File: config.mk
export PLATFORM = sky130hd
export DESIGN_NAME = switch_debounce_sync
export DESIGN_NICKNAME = d
export VERILOG_FILES = /design/src/rtl/switch_debounce_sync.sv
export SDC_FILE = /design/constraint.sdc
export NUM_CORES = 1
export LEC_CHECK = 0
export CELL_PAD_IN_SITES_DETAIL_PLACEMENT = 1
export CELL_PAD_IN_SITES_GLOBAL_PLACEMENT = 2
export CORE_MARGIN = 8
export CORE_UTILIZATION = 44
export DETAILED_ROUTE_END_ITERATION = 10
export GPL_ROUTABILITY_DRIVEN = 0
export PLACE_DENSITY = 0.91
export SETUP_SLACK_MARGIN = 0.5
export SLEW_MARGIN = 20
export SYNTH_ARGS = -nofsm -noshare
export SYNTH_HDL_FRONTEND = slang
export SYNTH_SLANG_ARGS = --single-unit
File: constraint.sdc
create_clock -name clk -period 3.5 [get_ports clk]
set_input_delay 0.7 -clock clk [delete_from_list [all_inputs] [get_ports clk]]
set_output_delay 0.7 -clock clk [all_outputs]
set_load 0.02 [all_outputs]
File: src/rtl/switch_debounce_sync.sv
// Per-bit 2-FF synchronizer and debounce counter for board switches and
// keys, reporting the accepted level plus one-cycle rise/fall pulses.
module switch_debounce_sync #(
   parameter int WIDTH           = 10,
   parameter int DEBOUNCE_CYCLES = 500000,
   parameter int CNT_W           = 19
) (
   input  logic             clk,
   input  logic             rst_n,
   input  logic [WIDTH-1:0] in_raw,
   output logic [WIDTH-1:0] stable_out,
   output logic [WIDTH-1:0] rise_pulse,
   output logic [WIDTH-1:0] fall_pulse,
   output logic             any_change
);

   localparam longint LAST_L = longint'(DEBOUNCE_CYCLES) - 1;
   localparam longint MAX_L  = (longint'(1) << CNT_W) - 1;
   localparam logic [CNT_W-1:0] LAST = CNT_W'(LAST_L);

   // Reject parameter sets whose counter cannot hold the last count value
   if (DEBOUNCE_CYCLES < 1 || LAST_L > MAX_L) begin : g_bad_params
      $error("switch_debounce_sync: CNT_W too small for DEBOUNCE_CYCLES");
   end

   logic [WIDTH-1:0] sync1;
   logic [WIDTH-1:0] sync2;
   logic [CNT_W-1:0] cnt [WIDTH];
   logic [WIDTH-1:0] accept;

   // Double-flop synchronizer; only sync2 is used downstream
   always_ff @(posedge clk or negedge rst_n) begin
      if (!rst_n) begin
         sync1 <= '0;
         sync2 <= '0;
      end else begin
         sync1 <= in_raw;
         sync2 <= sync1;
      end
   end

   // A bit is accepted on the edge that completes its mismatch window
   always_comb begin
      accept = '0;
      for (int i = 0; i < WIDTH; i++) begin
         accept[i] = (sync2[i] != stable_out[i]) && (cnt[i] == LAST);
      end
   end

   // Per-bit mismatch counters; any return to the stable value restarts them
   always_ff @(posedge clk or negedge rst_n) begin
      if (!rst_n) begin
         for (int i = 0; i < WIDTH; i++) begin
            cnt[i] <= '0;
         end
      end else begin
         for (int i = 0; i < WIDTH; i++) begin
            if (sync2[i] == stable_out[i] || accept[i]) begin
               cnt[i] <= '0;
            end else begin
               cnt[i] <= cnt[i] + 1'b1;
            end
         end
      end
   end

   // Stable level and edge pulses updated together on acceptance
   always_ff @(posedge clk or negedge rst_n) begin
      if (!rst_n) begin
         stable_out <= '0;
         rise_pulse <= '0;
         fall_pulse <= '0;
         any_change <= 1'b0;
      end else begin
         stable_out <= (stable_out & ~accept) | (sync2 & accept);
         rise_pulse <= accept & sync2;
         fall_pulse <= accept & ~sync2;
         any_change <= |accept;
      end
   end

endmodule

# Word level (Yosys, flattened, before mapping)
# Cells that the tools add are included.
# W data, S select, Z words.
[classes] n_addsub=10 multipliers=0 div=0 order_cmp=0 eq_ne=30 n_shift=0 mux=10 n_bitwise=6 n_reduce_logical=21
[ops] cell="$add A19 B1 Y19 const B" count=10
[ops] cell="$eq A19 B19 Y1 const B" count=10
[ops] cell="$mux W19" count=10
[ops] cell="$and A10 B10 Y10" count=3
[ops] cell="$not A10 Y10" count=2
[ops] cell="$eq A1 B1 Y1" count=10
[ops] cell="$logic_and A1 B1 Y1" count=10
[ops] cell="$logic_or A1 B1 Y1" count=10
[ops] cell="$ne A1 B1 Y1" count=10
[ops] cell="$or A10 B10 Y10" count=1
[ops] cell="$reduce_or A10 Y1" count=1
[totals] register_bits=241 latch_bits=0 ramBits=0 romBits=0 input_bits=12 output_inout_bits=31 wordCells=93 memories=0

# Longest topological paths before layout
# Gate-level depths: netlist of run 1.
[depth] ltp_word=5 depth_mapped=7 mapped_depth_nobuf=6

# Worst setup path after synthesis of run 1
# OpenSTA, ideal clock, no wires.
[synth_timing] path_kind="register to register" start="register cnt[49] in the netlist's numbering" end="register with a tool-made name" setup_ps=125 t_arrival_ps=1802 setup_slack_ps=1572 path_stages_with_launch=5 cell_sequence="dfrtp_1 -> or4_1 -> or4_1 -> buf_6 -> mux2_4"
[synth_lines] item="from (decl)" line="28" source="logic [CNT_W-1:0] cnt [WIDTH];"
[synth_lines] item="from (signal, indexed assignment)" line="61" source="cnt[i] <= cnt[i] + 1'b1;"

==> results of run 1 <==
-- cell families after synthesis --
kind of cell	share of synthesized area, %
mux	1.079
fa+ha+maj	1.160
flops	55.92
buf+inv	1.589
xor+xnor	14.94
compound gates	0.4640
simple gates	24.85
-- routing by layer --
layer / vias up / wire length, um / share of wire (%) / global-route usage (%)
li1: 3571 / - / - / -
met1: 3680 / 10230 / 45 / 20.00
met2: 58 / 11320 / 50 / 27.17
met3: 29 / 598 / 2.6 / 2.222
met4: 0 / 452 / 2.0 / 3.987
met5: - / 0 / 0 / 0
-- placed cells by master, fill, tap and decap left out, types with 4 or more instances in the layout --
| cell | instances |
|---|---|
| nand4_1 | 42 |
| mux2_2 | 9 |
| nand3_1 | 74 |
| inv_1 | 17 |
| clkbuf_16 | 27 |
| or4_1 | 8 |
| clkbuf_8 | 8 |
| clkinv_2 | 4 |
| or3_1 | 4 |
| nor3b_1 | 23 |
| nor3_1 | 24 |
| xor2_1 | 97 |
| dfrtp_1 | 241 |
| clkdlybuf4s50_1 | 41 |
| nor2_1 | 226 |
| nor4b_1 | 7 |
| nor4_1 | 10 |
| nor4bb_1 | 4 |
| ha_1 | 10 |
| clkbuf_1 | 5 |
| and3_1 | 26 |
| nand2_2 | 4 |
| and4_1 | 12 |
| xnor2_1 | 87 |
| nand2_1 | 55 |
-- state kept, by name (all words and copies together), names as in the netlist, named ones only --
signal and count:
cnt 190, fall_pulse 10, rise_pulse 10, sync1 10, sync2 10, any_change 1
-- worst max-delay path by stage --
stage                            start                    to  cells past startpoint
finish                            flop         stable_out[2]                      1
global placement    cnt[178]$_DFF_PN0_  any_change$_DFF_PN0_                      5
global route          cnt[7]$_DFF_PN0_      cnt[4]$_DFF_PN0_                      5
CTS                               flop         stable_out[7]                      1
detailed placement    cnt[7]$_DFF_PN0_     cnt[15]$_DFF_PN0_                      5
floorplan            cnt[49]$_DFF_PN0_                  flop                      4
-- metrics by stage --
stage | total power [uW] | instances | setup slack [ns] | util (%) | hold slack, ns
floorplan | 2987 | 1022 | 1.572 | - | 0.3312
detailed placement | 3092 | 1376 | 1.165 | 47.83 | 0.3362
global placement | 3084 | 1376 | 1.276 | 47.83 | 0.3317
global route | 6006 | 1423 | 0.9859 | 51.43 | 0.1919
CTS | 5892 | 1423 | 1.116 | 51.43 | 0.1717
finish | 5792 | 1423 | 1.143 | 51.43 | 0.1586
-- layout make-up --
type / count / area (um2) / share of cell area, %
Clock inverter: 7 / 65.06 / 0.5233
Tap cell: 324 / 405.4 / 3.261
Inverter: 17 / 63.81 / 0.5132
Clock buffer: 40 / 804.5 / 6.471
Sequential cell: 241 / 6031 / 48.51
Multi-Input combinational cell: 748 / 4583 / 36.86
Timing Repair Buffer: 46 / 480.5 / 3.864
-- power by group through the flow --
stage	Combinational [uW]	Sequential [uW]	Clock (uW)
2_1_floorplan	80.7	2910	0
5_1_grt	197	2870	2940
3_5_place_dp	176	2920	0
6_report	168	2870	2760
3_3_place_gp	171	2910	0
4_1_cts	178	2870	2850
==> flow_metrics.tcl, run 1 <==
set metrics [dict create \
    period_share_pct 67.33 \
    swShare_pct 21.81 \
    core_area_um2 24180 \
    grt-ovfl-total 0 \
    cts_tree "done" \
    fin_setup_tns_ns 0 \
    ys_ff_latch 241 \
    vias_per_cell 5.157 \
    leakage_uw 0.005272 \
    dieArea_um2 29780 \
    cap_violations 0 \
    firstDrtPassIters 4 \
    yosysMostFrequentCell "dfrtp_1" \
    numCtsBuffers 27 \
    yosysWarnings 0 \
    track_usage_pct 15.57 \
    first_global_vias 8125 \
    synthArstFlopShare_pct 100.0 \
    syn_area_per_cell_um2 10.55 \
    worst_setup_path_start_kind "flop" \
    syn_to_final_growth_pct 15.28 \
    critPathMaxFanout 6 \
    max_freq_mhz 424.3 \
    critPathKind "flop to primary output" \
    comb_power_share_pct 2.9 \
    ys.flop_type "dfrtp_1" \
    synth_largest_area_cell "dfrtp_1" \
    p_int_uw 4529 \
    end_kind "primary output" \
    p_per_area_nw_per_um2 465.8 \
    synth_enable_flop_cells 0 \
    r2r_cells 5 \
    ant_nets 0 \
    synth.area.top_cells "dfrtp_1, xor2_1, nor2_1" \
    die_w_um 172.6 \
    cts_setup_buffers 0 \
    period_needed_ns 2.357 \
    cp_top_family "buffers and inverters" \
    ctsRootBufferMaster "clkbuf_16" \
    start_util_pct 44.61 \
    final_max_slew_viol_count 0 \
    drc_errors 0 \
    power_frac_clock_pct 47.6 \
    peakVddDrop_v 0.0003305 \
    crit_chain "clkdlybuf4s50_1" \
    rsz0062_at_grt "no" \
    critPathSlowestCell "clkdlybuf4s50_1" \
    place_area_um2 11560 \
    postCtsHoldBufs 0 \
    yosysSeqAreaShare_pct 55.92 \
    status "finished, final reports clean" \
    grt_pass1_wl_mm 40.30 \
    cp.arrival_ns 1.66 \
    die_h_um 172.6 \
    crit_required_ns 2.80 \
    grt_max_degree 82 \
    setup_viol 0 \
    r2r_slack_ns 1.20 \
    wirelength_mm 22.60 \
    path_buf_inv 1 \
    yosys-top-cells-count "dfrtp_1, nor2_1, xor2_1" \
    clk_pin_slew_ns 0.06 \
    ioPinCount 43 \
    initialDrtViolationCount 346 \
    diodes 0 \
    portBuffers 42 \
    worst_path_largest_cell_delay_ns 0.66 \
    p_sw_uw 1263 \
    synth_area_um2 10790 \
    clock_path_buffers 3 \
    yosysTopAreaCellShare_pct 55.92 \
    cts_resized 0 \
    vias 7338 \
    wl_per_cell_um 15.88 \
    nets 1103 \
    synth_cell_types 43 \
    min_path_type "input pin to asynchronous set/reset pin" \
    fillers 2628 \
    synthCells 1022 \
    seqPwrFrac_pct 49.5 \
    hold_violations 0 \
    skew_ns 0.008869 \
    clock-sinks 241 \
    final_layout_size_suffix_gt1_share_pct 6.096 \
    rr_endpoint "cnt[7]$_DFF_PN0_" \
    clk_latency_ns 0.53 \
    synthesis.nets 1044 \
    fin_area_um2 12430 \
    relSlewSlack_pct 46.64 \
    r2r_start "cnt[7]$_DFF_PN0_" \
    htree_levels 1 \
    tightestPinTransition_ns 0.7931 \
    dp_hpwl_mm 15.27 \
    antenna_found_initial 0 \
    rows 57 \
]
No activity file was read; power rests on OpenSTA's default activity.
==> inputs of run 2 (changes only) <==
CORE_UTILIZATION = 41   (was 44)
PLACE_DENSITY = 0.86   (was 0.91)
clock period = 2.3 ns   (was 3.5 ns; I/O delays follow)
==> flow_metrics.tcl, run 2 (same netlist as run 1, synthesis figures left out) <==
set metrics [dict create \
    ioPinCount 43 \
    utilization_pct 56.40 \
    critPathKind "flop to flop" \
    setup_viol 0 \
    p_int_uw 7577 \
    p_total_uw 9723 \
    cp.arrival_ns 2.46 \
    diodes 0 \
    period_share_pct 88.73 \
    critPathMaxFanout 5 \
    seqPwrFrac_pct 45.0 \
    firstDrtPassIters 4 \
    final_layout_size_suffix_gt1_share_pct 28.16 \
    ant_nets 0 \
    status "finished, final reports clean" \
    clk_pin_slew_ns 0.06 \
    hold_violations 0 \
    layout_common_cells "dfrtp_1, nor2_1, xor2_1, xnor2_1, nand3_1" \
    cp_top_family "simple AND/OR/NAND/NOR gates" \
    cap_violations 0 \
    antenna_found_initial 0 \
    final_max_slew_viol_count 0 \
    tightestPinTransition_ns 1.035 \
    clock_path_buffers 3 \
    power_frac_clock_pct 50.4 \
    start_util_pct 41.62 \
    comb_power_share_pct 4.7 \
    vias_per_cell 5.266 \
    largest_reg_flops 190 \
    critPathSlowestCell "or4_4" \
    fin_area_um2 14610 \
    numCtsBuffers 28 \
    top_register "cnt" \
    dieArea_um2 31750 \
    grt-ovfl-total 0 \
    wl_per_cell_um 17.82 \
    clk_latency_ns 0.54 \
    relSlewSlack_pct 30.94 \
    p_sw_uw 2146 \
    rows 59 \
    worst_path_largest_cell_delay_ns 0.60 \
    initialDrtViolationCount 328 \
    swShare_pct 22.07 \
    core_area_um2 25910 \
    end_kind "flop" \
    grt_pass1_wl_mm 42.85 \
    max_freq_mhz 490.0 \
    crit_required_ns 2.72 \
    ctsRootBufferMaster "clkbuf_16" \
    syn_to_final_growth_pct 35.49 \
    worst_setup_path_start_kind "flop" \
    nets 1194 \
    skew_ns 0.01032 \
    leakage_uw 0.005978 \
    fin_setup_tns_ns 0 \
    peakVddDrop_v 0.0005722 \
    track_usage_pct 16.16 \
    htree_levels 1 \
    portBuffers 42 \
    mostFrequentLayoutCell "dfrtp_1" \
    min_path_type "flop to flop" \
    path_buf_inv 2 \
    vias 8046 \
    place_area_um2 11740 \
    cts_tree "done" \
    rsz0062_at_grt "yes" \
    grt_max_degree 60 \
    die_w_um 178.2 \
    p_per_area_nw_per_um2 665.4 \
    drc_errors 0 \
    wirelength_mm 27.22 \
    first_global_vias 8551 \
    crit_chain "nor4b_4 > nand4_1 > or4_4 > nand2b_4 > buf_6 > buf_8 > nor2_1" \
    period_needed_ns 2.041 \
    die_h_um 178.2 \
    clock-sinks 241 \
    dp_hpwl_mm 15.30 \
]
## run 2: cell types whose count changed in the layout (fill, tap and decap cells not counted), sizes merged
cell	before	now
buf	5	78
clkdlybuf4s50	41	10
dlygate4sd2	0	21
nand2	60	72
clkdlybuf4s15	0	9
bufinv	1	6
clkinv	4	6
dlygate4sd3	0	1
inv	17	18
or4	9	10
## run 2: path summary, 6_finish.rpt
| path | depth (start not counted) | start | end | slack (ns) |
|---|---|---|---|---|
| setup reg to reg | 7 | cnt[10]$_DFF_PN0_ | cnt[6]$_DFF_PN0_ | 0.26 |
| max in group asynchronous | 3 | rst_n | asynchronous set/reset pin | 1.17 |
| min in group asynchronous | 2 | rst_n | cnt[162]$_DFF_PN0_ | 0.45 |
| hold / removal | 0 | sync1[1]$_DFF_PN0_ | sync2[1]$_DFF_PN0_ | 0.35 |
| hold reg to reg | 0 | sync1[1]$_DFF_PN0_ | sync2[1]$_DFF_PN0_ | 0.35 |
| setup / recovery | 7 | cnt[10]$_DFF_PN0_ | cnt[6]$_DFF_PN0_ | 0.26 |
## run 2: metrics by stage
step	std cells	hold WS [ns]	setup slack [ns]
after floorplan	1022	0.1644	0.4548
after global placement	1403	0.3331	0.1796
after detailed placement	1403	0.3373	0.1742
after CTS	1495	0.3355	0.2833
after global routing	1528	0.3460	0.1572
final	1528	0.3499	0.2592
## run 2: layout make-up
type | instances | area [um2]
flip-flops and latches | 241 | 6045
multi-input cells | 761 | 5821
fillers | 2710 | 11300
well taps | 335 | 419.2
clock buffers | 36 | 792.0
inverters | 17 | 63.81
repair buffers | 123 | 1239
clock inverters | 15 | 234.0
## run 2: repair_timing
action                                 in CTS  in global routing
setup buffers                              28                 26
endpoints found under the hold margin      47                  0
resized for setup                         120                199
pin swaps                                  25                 79
hold buffers                                1                  0
cloned                                     12                  7
setup endpoints to repair                 230                206
## run 2: power by group through the flow
stage	logic, uW	registers (uW)	clock network [uW]
after floorplan	128	4420	0
after global placement	275	4440	0
after detailed placement	282	4440	0
after CTS	357	4360	5010
after global routing	502	4380	5180
final	454	4370	4900
## run 2: routing by layer
metal	up-vias	GRT usage (%)	wire length, um
met5	-	0	0
met4	0	4.409	550
met3	50	2.561	804
met2	96	28.83	14400
met1	4114	19.98	11470
li1	3786	-	-
